`src/rtl/rvh_mmu_pkg.sv`:
```
// Shared MMU constants: address/PTE field widths, TLB source codes and
// the miss-responder walk-ownership state encoding.
package rvh_mmu_pkg;

    localparam int unsigned MMU_VPN_WIDTH  = 27;
    localparam int unsigned MMU_PPN_WIDTH  = 44;
    localparam int unsigned MMU_ATTR_WIDTH = 8;

    typedef enum logic {
        TLB_SRC_D = 1'b0,
        TLB_SRC_I = 1'b1
    } tlb_src_e;

    typedef enum logic [1:0] {
        PTW_RSP_IDLE  = 2'd0,
        PTW_RSP_ISSUE = 2'd1,
        PTW_RSP_WAIT  = 2'd2,
        PTW_RSP_RESP  = 2'd3
    } ptw_rsp_state_e;

endpackage

```
`src/rtl/rvh_ptw_miss_responder.sv`:
```
// Walker-side end of the DTLB/ITLB miss path: owns the single outstanding
// page-table walk and routes its result back to the requesting TLB only.
module rvh_ptw_miss_responder
    import rvh_mmu_pkg::*;
#(
    parameter int unsigned VPN_WIDTH  = MMU_VPN_WIDTH,
    parameter int unsigned PPN_WIDTH  = MMU_PPN_WIDTH,
    parameter int unsigned ATTR_WIDTH = MMU_ATTR_WIDTH
) (
    input  logic                  clk,
    input  logic                  rstn,
    input  logic                  flush_i,
    input  logic                  dtlb_miss_req_vld_i,
    input  logic [VPN_WIDTH-1:0]  dtlb_miss_req_vpn_i,
    input  logic                  itlb_miss_req_vld_i,
    input  logic [VPN_WIDTH-1:0]  itlb_miss_req_vpn_i,
    output logic                  miss_req_rdy_o,
    output logic                  ptw_req_vld_o,
    output logic [VPN_WIDTH-1:0]  ptw_req_vpn_o,
    input  logic                  ptw_req_rdy_i,
    input  logic                  ptw_resp_vld_i,
    input  logic [PPN_WIDTH-1:0]  ptw_resp_ppn_i,
    input  logic [ATTR_WIDTH-1:0] ptw_resp_attr_i,
    input  logic [1:0]            ptw_resp_lvl_i,
    input  logic                  ptw_resp_fault_i,
    output logic                  dtlb_miss_resp_vld_o,
    output logic                  itlb_miss_resp_vld_o,
    output logic [PPN_WIDTH-1:0]  miss_resp_ppn_o,
    output logic [ATTR_WIDTH-1:0] miss_resp_attr_o,
    output logic [1:0]            miss_resp_lvl_o,
    output logic                  miss_resp_fault_o,
    output logic                  busy_o
);

    ptw_rsp_state_e        state_q, state_d;
    tlb_src_e              src_q;
    logic                  killed_q, killed_d;
    logic [VPN_WIDTH-1:0]  vpn_q;
    logic [PPN_WIDTH-1:0]  ppn_q;
    logic [ATTR_WIDTH-1:0] attr_q;
    logic [1:0]            lvl_q;
    logic                  fault_q;
    logic                  accept;
    logic                  resp_take;

    always_comb begin
        state_d              = state_q;
        killed_d             = killed_q;
        miss_req_rdy_o       = 1'b0;
        ptw_req_vld_o        = 1'b0;
        dtlb_miss_resp_vld_o = 1'b0;
        itlb_miss_resp_vld_o = 1'b0;
        accept               = 1'b0;
        resp_take            = 1'b0;
        case (state_q)
            PTW_RSP_IDLE: begin
                // Held low during reset so every output reads 0 while rstn is low.
                miss_req_rdy_o = rstn & ~flush_i;
                accept         = miss_req_rdy_o & (dtlb_miss_req_vld_i | itlb_miss_req_vld_i);
                if (accept) begin
                    state_d = PTW_RSP_ISSUE;
                end
            end
            PTW_RSP_ISSUE: begin
                ptw_req_vld_o = 1'b1;
                if (flush_i) begin
                    state_d = PTW_RSP_IDLE;
                end else if (ptw_req_rdy_i) begin
                    state_d = PTW_RSP_WAIT;
                end
            end
            PTW_RSP_WAIT: begin
                if (ptw_resp_vld_i) begin
                    resp_take = 1'b1;
                    killed_d  = 1'b0;
                    state_d   = (killed_q | flush_i) ? PTW_RSP_IDLE : PTW_RSP_RESP;
                end else if (flush_i) begin
                    killed_d = 1'b1;
                end
            end
            PTW_RSP_RESP: begin
                dtlb_miss_resp_vld_o = ~flush_i & (src_q == TLB_SRC_D);
                itlb_miss_resp_vld_o = ~flush_i & (src_q == TLB_SRC_I);
                state_d              = PTW_RSP_IDLE;
            end
            default: state_d = PTW_RSP_IDLE;
        endcase
    end

    always_ff @(posedge clk or negedge rstn) begin
        if (!rstn) begin
            state_q  <= PTW_RSP_IDLE;
            killed_q <= 1'b0;
            src_q    <= TLB_SRC_D;
            vpn_q    <= '0;
            ppn_q    <= '0;
            attr_q   <= '0;
            lvl_q    <= '0;
            fault_q  <= 1'b0;
        end else begin
            state_q  <= state_d;
            killed_q <= killed_d;
            if (accept) begin
                src_q <= dtlb_miss_req_vld_i ? TLB_SRC_D : TLB_SRC_I;
                vpn_q <= dtlb_miss_req_vld_i ? dtlb_miss_req_vpn_i : itlb_miss_req_vpn_i;
            end
            if (resp_take) begin
                ppn_q   <= ptw_resp_ppn_i;
                attr_q  <= ptw_resp_attr_i;
                lvl_q   <= ptw_resp_lvl_i;
                fault_q <= ptw_resp_fault_i;
            end
        end
    end

    assign ptw_req_vpn_o     = vpn_q;
    assign miss_resp_ppn_o   = ppn_q;
    assign miss_resp_attr_o  = attr_q;
    assign miss_resp_lvl_o   = lvl_q;
    assign miss_resp_fault_o = fault_q;
    assign busy_o            = (state_q != PTW_RSP_IDLE);

    a_req_onehot: assert property (@(posedge clk) disable iff (!rstn)
        !(dtlb_miss_req_vld_i && itlb_miss_req_vld_i));

    a_resp_in_wait: assert property (@(posedge clk) disable iff (!rstn)
        ptw_resp_vld_i |-> (state_q == PTW_RSP_WAIT));

endmodule

```
`config.mk`:
```
export PLATFORM = sky130hd
export DESIGN_NAME = rvh_ptw_miss_responder
export DESIGN_NICKNAME = d
export VERILOG_FILES = /design/src/rtl/rvh_mmu_pkg.sv /design/src/rtl/rvh_ptw_miss_responder.sv
export SDC_FILE = /design/constraint.sdc
export NUM_CORES = 1
export LEC_CHECK = 0
export BUFFER_PORTS_ARGS = -buffer_cell sky130_fd_sc_hd__clkbuf_2
export CORE_MARGIN = 4
export CORE_UTILIZATION = 25
export DETAILED_ROUTE_END_ITERATION = 6
export HOLD_SLACK_MARGIN = 0.15
export PLACE_DENSITY_LB_ADDON = 0.08
export SYNTH_ARGS = -nofsm -noshare
export SYNTH_HDL_FRONTEND = slang
export SYNTH_SLANG_ARGS = --single-unit
```
`constraint.sdc`:
```
create_clock -name clk -period 2 [get_ports clk]
set_clock_uncertainty 0.2 [all_clocks]
set_input_delay 0.1 -clock clk [delete_from_list [all_inputs] [get_ports clk]]
set_output_delay 0.1 -clock clk [all_outputs]
set_load 0.02 [all_outputs]
```
-- After elaboration in Yosys (flattened, before gate mapping)
Cells that the tools add are included.
- bitwise operators: 8
- multiplexer cells: 17
- reduce and logical (&&, ||, !) cells: 5
- equality and inequality tests: 6
- operators by type and width (kind ; count):
    27-bit 2-to-1 mux ; 1
    1-bit 2-to-1 mux ; 10
    2-bit 2-to-1 mux ; 5
    2-bit case mux with 4 select lines ; 1
    1-bit AND ; 4
    2-bit == test (second input constant) ; 2
    2-bit inequality test (second input constant) ; 2
    2-bit nonzero test ; 2
    3-bit inequality test (second input constant) ; 1
    3-bit AND reduction ; 1
    2-bit by 1-bit == test with 1-bit output (second input constant) ; 1
    2-bit zero test ; 1
    1-bit NOT ; 2
    1-bit OR ; 2
    2-bit AND reduction ; 1
- bits in registers: 86
- input bits: 116
- output and inout bits: 87
- logic and storage cells: 44

-- Logic depth before layout (Yosys ltp)
- word-level depth: 5
- mapped depth: 6
- depth with buffers taken out: 3

-- Worst setup path after synthesis
Ideal clock, no wire load.
- path kind: reg-to-reg
- start: reg state_q[0]
- end: reg vpn_q[10] (netlist: ptw_req_vpn_o[10])
- clock period less this slack: 2.001 ns
- cell stages (with the launch flop): 6
- setup slack: -0.001 ns
- arrival time: 1.676 ns
- path through: dfrtp_1 > nor4b_4 > o21a_1 > buf_6 > buf_12 > mux2_4
- word-level cells in the longest chain between the ends: 2
- RTL lines (what ; RTL line ; RTL):
    from (decl) ; rvh_ptw_miss_responder.sv:35 ; ptw_rsp_state_e state_q, state_d;
    from (signal assigned) ; rvh_ptw_miss_responder.sv:101 ; state_q <= state_d;
    2-bit zero test ; rvh_ptw_miss_responder.sv:55 ; case (state_q)
    1-bit 2-to-1 mux ; rvh_ptw_miss_responder.sv:55 ;
    to (signal assigned) ; rvh_ptw_miss_responder.sv:105 ; vpn_q <= dtlb_miss_req_vld_i ? dtlb_miss_req_vpn_i : itlb_miss_req_vpn_i;
    to (decl) ; rvh_ptw_miss_responder.sv:38 ; logic [VPN_WIDTH-1:0] vpn_q;
Every way passes these cells.
A chain may end at the register's enable or synchronous reset.

-- Final worst setup path
- start: reg state_q[1]
- end: reg src_q
- word-level cells in the longest chain between the ends: 2
- RTL lines (what ; RTL line ; RTL):
    2-bit zero test ; rvh_ptw_miss_responder.sv:55 ;
    1-bit 2-to-1 mux ; rvh_ptw_miss_responder.sv:55 ;
    to (signal assigned) ; rvh_ptw_miss_responder.sv:104 ; src_q <= dtlb_miss_req_vld_i ? TLB_SRC_D : TLB_SRC_I;
    to (decl) ; rvh_ptw_miss_responder.sv:36 ; tlb_src_e src_q;
Every way passes these cells.

==> metrics.txt <==
metal2 WL=5.573 mm; startpoint types=flop; Flop pwr share=36.2%; remaining antenna violation count after routing=0; first-pass GRT wire length=15.88 mm; CP cell instances=nor4b_4, buf_4, a21oi_1, a21oi_1, dlygate4sd3_1; Setup CP Type=reg -> reg; Final Util=44.44%; Max Cap Viol=0; Vert. Die Dim=129.8 µm; Buffers on Ports=202; Detail Route met3 WL=561 µm; CTS tree=built; ratio of cells with drive above 1 in the final layout=60.32%; Final setup viols=0; Clock Pin Slew Worst Setup and Hold Paths=0.06 ns; Metal-1 WL=3.768 mm; Die Wd=129.8 µm; # IOs=203; Clk pwr share=24.5%; WL per Instance=13.66 µm; status=completed; Synth Cell Area=0.003707 mm²; Worst Path Max Fanout=5; fin crit share=93.79%; critical path data arrival time=1.94 ns; number of diodes=0; DR vias=3029; number of distinct library cells after synthesis=22; gp weighted congestion=0.6266; Slew Limit Fails=0; Core Area=0.01453 mm²; instance count of the mapped netlist=228; # rows=44; Total Negative Setup Slacks=0 ns; CP endpoint kind=flop; CTS sink cnt=86; layout net count=668; sw power=2.735 mW; yosys warns=0; Synth Net Count=344; crit path time final=1.876 ns; GRT Util Overall=12.13%; sequential share of the synthesized area=58.05%; htree depth=3; DRT iter0 DRCs=57; LEAKAGE=3.169 nW; GRT overflow=0; syn avg cell area=16.26 µm²; vias in the first global route=3303; register bit count reported by yosys=86; Starting Density=25.51%; PwrDens=1237 mW/mm²; Detailed Place HPWL=7.071 mm; Worst-Margin Slew=0.7464 ns; worst ir drop on vdd=541.0 µV; Most Frequent Cell on Critical Path=a21oi_1; total wire length=10.13 mm; Req. time, crit path=2.07 ns; initial antenna violation count=0; Top Layer Used=met4; RSZ-0062 raised after global routing=no; slowest CP cell=dlygate4sd3_1; worst-case clock buffer depth=2; clk_lat worst skew=0.33 ns; final hold vios=0; die area=0.01684 mm²; Slew headroom=50.24%; min-delay worst type=in -> async; CTS Root Cell=clkbuf_16; synthesis-to-finish area growth=74.22%; f_max=533.1 MHz; CTS Buf Count=9; Comb power frac=39.3%; first drt pass iteration count=4; largest net degree at the start of global routing=58; Switching Share=34.23%; internal power=5.256 mW; Via density=4.088; Crit path largest cell delay=0.56 ns; drt drc=0
[flip-flops by register name, summed over array words and instances, names as in the netlist]
name / count
killed_q: 1
src_q: 1
miss_resp_lvl_o: 2
miss_resp_attr_o: 8
ptw_req_vpn_o: 27
state_q: 2
miss_resp_ppn_o: 44
miss_resp_fault_o: 1
[Yosys cell counts (all sizes together)]
library cell | instances | area (µm²)
buf | 11 | 113.9
nand2 | 3 | 11.26
nor2 | 1 | 3.750
nor3b | 1 | 7.510
inv | 1 | 3.750
nor4b | 1 | 23.77
o21a | 1 | 7.510
mux2 | 109 | 1303
clkbuf | 2 | 7.510
nor2b | 1 | 6.260
dfrtp | 86 | 2152
and2b | 1 | 7.510
o311ai | 1 | 8.760
a21oi | 4 | 20.02
nor3 | 1 | 5.000
or2 | 1 | 6.260
a32o | 1 | 10.01
o21ai | 2 | 10.01
[repair_timing]
item | 4_1_cts | 5_1_grt
endpoints found under the setup margin | 0 | 4
buffers inserted | 0 | 0
resized for setup | 0 | 1
hold buffers | 118 | 0
endpoints found under the hold margin | 115 | 0
[cell families (layout without fill, tap and decap cells)]
logic type             count (synthesis)  after routing  synth area share (%)
flip-flops                            86             86                 58.05
AO/OA/AOI/OAI                          9              9                 1.519
multiplexers                         109            109                 35.13
AND/OR/NAND/NOR                       10             10                 1.924
buffers and inverters                 14            343                 3.375
[cell usage in the layout, fill, tap and decap left out, types with 3 or more instances in the layout]
| cell type | n |
|---|---|
| clkbuf_2 | 200 |
| dlygate4sd3_1 | 117 |
| mux2_2 | 89 |
| dfrtp_1 | 86 |
| mux2_4 | 20 |
| clkbuf_16 | 9 |
| buf_4 | 5 |
| a21oi_1 | 4 |
| bufinv_16 | 3 |
| buf_12 | 3 |
[cell type report]
| cell class | count | area [µm²] |
|---|---|---|
| Inverter | 1 | 3.754 |
| Clock buffer | 11 | 252.7 |
| Fill cell | 1386 | 8075 |
| Sequential cell | 86 | 2152 |
| Tap cell | 184 | 230.2 |
| Multi-Input combinational cell | 128 | 1433 |
| Clock inverter | 5 | 105.1 |
| Timing Repair Buffer | 326 | 2282 |
[power by group through the flow]
stage          Sequential [mW]  Combinational, mW  Clock (mW)
6_report                  2.89               3.14        1.96
5_1_grt                   3.00               3.37        2.12
3_3_place_gp              2.91               2.97           0
2_1_floorplan             3.83              0.932           0
3_5_place_dp              2.92               2.99           0
4_1_cts                   2.90               3.20        2.05
[worst max-delay path: cells and delay by family (launching register included)]
| kind | cells | cell delay, ns |
|---|---|---|
| flip-flops | 1 | 0.43 |
| AO/OA/AOI/OAI | 2 | 0.16 |
| AND/OR/NAND/NOR | 1 | 0.30 |
| buffers and inverters | 2 | 0.73 |
[path summary, 6_finish.rpt]
check | cells past startpoint | slack, ns | from | end
max reg2reg | 5 | 0.12 | state_q[1] | src_q
min in group clk | 2 | 0.21 | flush_i | state_q[0]
min | 3 | 0.18 | rstn | miss_resp_attr_o[6]
min reg2reg | 1 | 0.30 | miss_resp_ppn_o[22] | miss_resp_ppn_o[22]
max in group asynchronous | 4 | 0.34 | rstn | miss_resp_ppn_o[18]
max | 5 | 0.12 | state_q[1] | src_q
[layer usage]
metal | vias to the layer above | GRT usage [%]
li1 | 1458 | -
met1 | 1460 | 12.94
met2 | 97 | 22.84
met3 | 14 | 2.538
met4 | 0 | 5.501
met5 | - | 0
[per-stage QoR]
step / hold WS (ns) / cells / setup WS (ns) / area, µm² / total power, mW
2_1_floorplan: -0.3956 / 228 / 0.01408 / 3707 / 4.760
3_3_place_gp: -0.04226 / 608 / 0.1857 / 4922 / 5.877
3_5_place_dp: -0.04604 / 608 / 0.1335 / 4922 / 5.913
4_1_cts: 0.2105 / 742 / 0.02143 / 6461 / 8.150
5_1_grt: 0.2242 / 741 / 0.02268 / 6459 / 8.486
6_report: 0.1804 / 741 / 0.1242 / 6459 / 7.991
(Power assumes the default switching activity.)
